==> src/rtl/word_splitter_32_5_pkg.sv <==
// Shared constants and FSM encoding for the 32-to-5-bit word splitter.
package word_splitter_32_5_pkg;

  localparam int unsigned WORD_W     = 32;
  localparam int unsigned CHUNK_W    = 5;
  localparam int unsigned NUM_CHUNKS = 7;
  localparam int unsigned IDX_W      = 3;

  typedef enum logic [0:0] {
    StIdle = 1'b0,
    StSend = 1'b1
  } state_t;

endpackage

==> src/rtl/word_splitter_32_5_if.sv <==
// Word-in / chunk-out handshake bundle for the word splitter.
interface word_splitter_32_5_if;
  import word_splitter_32_5_pkg::*;

  logic                 in_valid;
  logic                 in_ready;
  logic [WORD_W-1:0]    in_data;
  logic                 out_valid;
  logic                 out_ready;
  logic [CHUNK_W-1:0]   out_data;
  logic [IDX_W-1:0]     out_index;
  logic                 out_last;
  logic                 busy;

  // master drives words in and consumes chunks; slave is the splitter
  modport master (
    output in_valid, in_data, out_ready,
    input  in_ready, out_valid, out_data, out_index, out_last, busy
  );

  modport slave (
    input  in_valid, in_data, out_ready,
    output in_ready, out_valid, out_data, out_index, out_last, busy
  );

endinterface

==> src/rtl/word_splitter_32_5_chunk_select.sv <==
// Combinational chunk mux: picks 5-bit chunk `index` of the held word, top chunk zero-padded.
module chunk_select_32_5
  import word_splitter_32_5_pkg::*;
(
  input  logic [WORD_W-1:0]  word,
  input  logic [IDX_W-1:0]   index,
  output logic [CHUNK_W-1:0] chunk
);

  always_comb begin
    chunk = '0;
    case (index)
      3'd0:    chunk = word[4:0];
      3'd1:    chunk = word[9:5];
      3'd2:    chunk = word[14:10];
      3'd3:    chunk = word[19:15];
      3'd4:    chunk = word[24:20];
      3'd5:    chunk = word[29:25];
      3'd6:    chunk = {3'b000, word[31:30]};
      default: chunk = '0;
    endcase
  end

endmodule

==> src/rtl/word_splitter_32_5.sv <==
// Splits each accepted 32-bit word into seven 5-bit chunks, LSB-first or MSB-first.
module word_splitter_32_5
  import word_splitter_32_5_pkg::*;
#(
  parameter bit LSB_FIRST = 1'b1
) (
  input  logic                 clk,
  input  logic                 rst,
  word_splitter_32_5_if.slave  bus
);

  localparam logic [IDX_W-1:0] LAST_CNT = IDX_W'(NUM_CHUNKS - 1);

  state_t             state_q, state_d;
  logic [IDX_W-1:0]   cnt_q, cnt_d;
  logic [WORD_W-1:0]  word_q, word_d;
  logic [IDX_W-1:0]   index;
  logic [CHUNK_W-1:0] chunk;
  logic               send, last, out_hs, accept;

  // cnt_q counts emitted chunks; index maps it to chunk number per emission order
  assign send   = (state_q == StSend);
  assign last   = send && (cnt_q == LAST_CNT);
  assign index  = LSB_FIRST ? cnt_q : (LAST_CNT - cnt_q);
  assign out_hs = send && bus.out_ready;
  assign accept = bus.in_valid && bus.in_ready;

  assign bus.in_ready  = !send || (out_hs && last);
  assign bus.out_valid = send;
  assign bus.busy      = send;
  assign bus.out_last  = last;
  assign bus.out_index = send ? index : '0;
  assign bus.out_data  = send ? chunk : '0;

  chunk_select_32_5 u_chunk_select (
    .word  (word_q),
    .index (index),
    .chunk (chunk)
  );

  always_comb begin
    state_d = state_q;
    cnt_d   = cnt_q;
    word_d  = word_q;
    unique case (state_q)
      StIdle: begin
        if (accept) begin
          state_d = StSend;
          cnt_d   = '0;
          word_d  = bus.in_data;
        end
      end
      StSend: begin
        // a new word on the final handshake restarts the count without a bubble
        if (accept) begin
          cnt_d  = '0;
          word_d = bus.in_data;
        end else if (out_hs) begin
          if (last) begin
            state_d = StIdle;
            cnt_d   = '0;
          end else begin
            cnt_d = cnt_q + 1'b1;
          end
        end
      end
      default: state_d = StIdle;
    endcase
  end

  always_ff @(posedge clk or posedge rst) begin
    if (rst) begin
      state_q <= StIdle;
      cnt_q   <= '0;
      word_q  <= '0;
    end else begin
      state_q <= state_d;
      cnt_q   <= cnt_d;
      word_q  <= word_d;
    end
  end

endmodule

==> src/flat_wrapper.sv <==
// flat-port wrapper written by rule: the top's interface ports become plain ports
module word_splitter_32_5_flat import word_splitter_32_5_pkg::*;
#(
  parameter bit LSB_FIRST = 1'b1
)
  (clk, rst, bus_in_valid, bus_in_data, bus_out_ready, bus_in_ready, bus_out_valid, bus_out_data, bus_out_index, bus_out_last, bus_busy);
  word_splitter_32_5_if bus_i ();
  input  logic clk;
  input  logic rst;
  input wire logic [$bits(bus_i.in_valid)-1:0] bus_in_valid;
  input wire logic [$bits(bus_i.in_data)-1:0] bus_in_data;
  input wire logic [$bits(bus_i.out_ready)-1:0] bus_out_ready;
  output wire logic [$bits(bus_i.in_ready)-1:0] bus_in_ready;
  output wire logic [$bits(bus_i.out_valid)-1:0] bus_out_valid;
  output wire logic [$bits(bus_i.out_data)-1:0] bus_out_data;
  output wire logic [$bits(bus_i.out_index)-1:0] bus_out_index;
  output wire logic [$bits(bus_i.out_last)-1:0] bus_out_last;
  output wire logic [$bits(bus_i.busy)-1:0] bus_busy;
  assign bus_i.in_valid = bus_in_valid;
  assign bus_i.in_data = bus_in_data;
  assign bus_i.out_ready = bus_out_ready;
  assign bus_in_ready = bus_i.in_ready;
  assign bus_out_valid = bus_i.out_valid;
  assign bus_out_data = bus_i.out_data;
  assign bus_out_index = bus_i.out_index;
  assign bus_out_last = bus_i.out_last;
  assign bus_busy = bus_i.busy;
  word_splitter_32_5 #(.LSB_FIRST(LSB_FIRST)) u_core (.clk(clk), .rst(rst), .bus(bus_i));
endmodule
==> config.mk <==
export PLATFORM = sky130hd
export DESIGN_NAME = word_splitter_32_5_flat
export DESIGN_NICKNAME = d
export VERILOG_FILES = /design/src/rtl/word_splitter_32_5_pkg.sv /design/src/rtl/word_splitter_32_5_if.sv /design/src/rtl/word_splitter_32_5_chunk_select.sv /design/src/rtl/word_splitter_32_5.sv /design/src/flat_wrapper.sv
export SDC_FILE = /design/constraint.sdc
export NUM_CORES = 1
export LEC_CHECK = 0
export BUFFER_PORTS_ARGS = -buffer_cell sky130_fd_sc_hd__buf_2
export CAP_MARGIN = 10
export CELL_PAD_IN_SITES_DETAIL_PLACEMENT = 2
export CELL_PAD_IN_SITES_GLOBAL_PLACEMENT = 2
export CORE_UTILIZATION = 30
export CTS_CLUSTER_DIAMETER = 150
export DETAILED_ROUTE_END_ITERATION = 10
export PLACE_DENSITY_LB_ADDON = 0.1
export SETUP_SLACK_MARGIN = 0.05
export SLEW_MARGIN = 25
export SYNTH_ARGS = -nofsm -noshare
export SYNTH_HDL_FRONTEND = slang
export SYNTH_SLANG_ARGS = --single-unit
==> constraint.sdc <==
create_clock -name clk -period 1.9 [get_ports clk]
set_input_delay 0.285 -clock clk [delete_from_list [all_inputs] [get_ports clk]]
set_output_delay 0.285 -clock clk [all_outputs]
set_load 0.05 [all_outputs]
==> metrics.txt <==
outcome finished with violations; violated checks setup timing; Post-synth EDFFs 0; starting density of the core 0.3166; cts bufs inserted 5; final wirelength slightly above 5 mm; cts hold-fix bufs 0; Via density 5.000; Overflow after GRT 0; commonest cells in the netlist 36 x dfrtp_1, 32 x mux2_2, 6 x a22o_1; Layout area overhead 43.20%; Detailed Route Iter0 Violations 38; Skew-Pair Late Insertion Delay 0.30 ns; largest net degree at the start of global routing 37; CTS clk-pin slew, worst paths around 0.070 ns; IO Pins 48; flop2flop setup slack -0.20 ns; Crit Path Max Fanout 9; share of cells above drive strength 1 0.6765; Fmax 467.3 MHz; CP Class flip-flop to output pin; vias in the first global route 1572; n_diodes 0; RSZ-0062 raised after global routing true; htree depth 2; CP most frequent cell buf_4; Worst Path Buf+Inv 3; Worst Setup End Kind output pin; #FFs+latches synth 36; leakage power about 0.0011 uW; final worst-path cycle share 1.126; core area 5608 sq um; CP startpoint u_core.cnt_q[0]; Final #Nets between 200 and 250; HPWL after DPL 3.476 mm; TritonCTS clock tree done; Total GRT Usage 0.1799; Setup crit start kind flip-flop; # rows 27; CP endpoint bus_out_data[3]; final hold vios 0; Mapped Area 1775 sq um; post-synth top area cell dfrtp_1; Main synth FF type dfrtp_1; DR DRC count 0; Critical R2R Launch u_core.cnt_q[0]; PnR worst setup slack -0.2401 ns; Area contributors post-synth dfrtp_1 51%, mux2_2 20%, ha_1 3.5%, a22o_1 3.0%, a221o_1 2.3%; routed len/inst 18.55 um; Post-Syn Instances 136; worst slack, placed -0.1464 ns; Worst EP required around 1.6 ns; # fillers a little under 600; critical path depth 6; synthesized area per cell 13.05 sq um; crit path cell chain buf_4 -> ha_4 -> o41ai_4 -> buf_4 -> a21oi_4 -> buf_6; total power 5131 uW; Pwr Density 2018 nW/um^2; Max IR drop VDD 0.0006333 V; Final Critical Period between 2 and 2.5 ns; vias post-DR between 1000 and 1500; final-report max-slew violation count 0; CP top delay family buffers and inverters; drt pass-1 iters 4; syn_nets 177; top-count cell post-synth dfrtp_1; Critical Path AT 1.86 ns; Seq/Total Area, Yosys 0.5074; clock tree root driver cell clkbuf_8; clk buf depth 2; die area 6230 sq um; Finish-stage setup viols 39; share of the synthesized area in the top cell type 0.5074; Max-cap violations 0; worst slew pin tran 0.4804 ns; slowest cell on the critical path dfrtp_2; Die W 78.93 um; Cell variety after synth 30; input/output buffers 47; Worst R2R End u_core.word_q[1]; type of the most critical hold path input pin to asynchronous set/reset pin; setup tns final -7.453 ns; initial antenna violation count 0; Routed Antenna Nets 0; first-pass GRT wire length 8.286 mm; YS warnings 0; clk_skew 0.003831 ns; ys async rst share 1.000; GPL Wtd Cong 0.7507; Die H 78.93 um; Slew Limit Headroom 0.6798; critical path's largest stage delay roughly 0.46 ns; clock sinks 36; Reg2Reg Depth 8
## logic make-up (layout without fill, tap and decap cells)
kind of cell	Yosys count	in the layout	synth area share
DFF	36	36	0.5074
AOI/OAI and AO/OA	30	30	0.1374
buffers and inverters	14	82	0.04791
adders and majority gates	5	5	0.03524
muxes	35	35	0.2220
and+or+nand+nor	16	16	0.05004
## worst min-delay path by stage
stage                       startpoint           endpoint  cells after the start
final                              rst  u_core.word_q[26]                      3
after global routing               rst  u_core.word_q[12]                      3
after CTS                          rst  u_core.word_q[16]                      3
after detailed placement           rst  u_core.word_q[26]                      3
after global placement             rst   u_core.word_q[1]                      3
after floorplan           bus_in_valid    u_core.bus.busy                      1
## metal layers
layer	wire [um]	global-route usage
met4	94	0.06000
met3	209	0.04598
met5	0	0
met2	2630	0.3217
met1	2186	0.2084
## what timing repair did
item	4_1_cts	5_1_grt
buffers inserted	3	5
setup endpoints to repair	39	39
endpoints found under the hold margin	0	0
pin swaps	1	0
gates resized for setup	37	4
## power by group
part           total [uW]  switching [uW]  internal [uW]
clock network         576             287            289
logic                3120            1650           1470
registers            1440             286           1150
## worst reg2reg max path, stage by stage (launching register included)
cell	delay [ns]
dfrtp_2	0.46
inv_2	0.12
ha_4	0.20
buf_2	0.17
buf_4	0.14
nand3_2	0.13
a21boi_4	0.24
buf_12	0.19
mux2_2	0.35
## registers in the layout, indices dropped and copies added, names as in the netlist
| signal | cells |
|---|---|
| u_core.bus.busy | 1 |
| u_core.word_q | 32 |
| u_core.cnt_q | 3 |
## placed cells by master (no fill, tap or decap)
cell type,instances
a221o_1,4
inv_2,2
nand2_2,1
a32oi_1,1
nor2_1,2
ha_4,5
clkbuf_8,6
buf_12,2
and3_1,1
o21ai_2,4
and2_1,3
buf_2,41
mux2_2,32
nand2b_1,1
a32o_1,2
a22oi_2,3
a221oi_2,1
a21boi_4,1
a22o_1,6
nand3_2,1
nor2_4,1
dfrtp_1,33
o21ai_0,1
mux2_1,3
and2b_1,1
nor2b_4,1
a31oi_4,1
nand3_1,1
buf_6,7
clkinv_2,2
o41ai_4,1
a21oi_1,2
dfrtp_2,3
inv_1,2
nand4_1,1
buf_4,20
nand2_1,2
a21oi_4,3
## stage by stage
stage	util	instances	hold WS [ns]	cell area, sq um
global placement	0.4000	260	0.4077	2243
CTS	0.4451	271	0.1147	2496
detailed placement	0.4000	260	0.4355	2243
global route	0.4534	276	0.1260	2542
floorplan	-	136	0.3934	1871
finish	0.4534	276	0.09436	2542
## layout make-up
class                      instances  area [sq um]  area share
inverter                           4         15.01    0.005906
timing repair buffer              70         474.2      0.1865
clock buffer                       6         82.58     0.03248
clock inverter                     2         10.01    0.003937
sequential                        36         904.6      0.3558
multi-input combinational         86         965.9      0.3799
tap                               72         90.09     0.03543
Power figures use the tool's default switching activity.
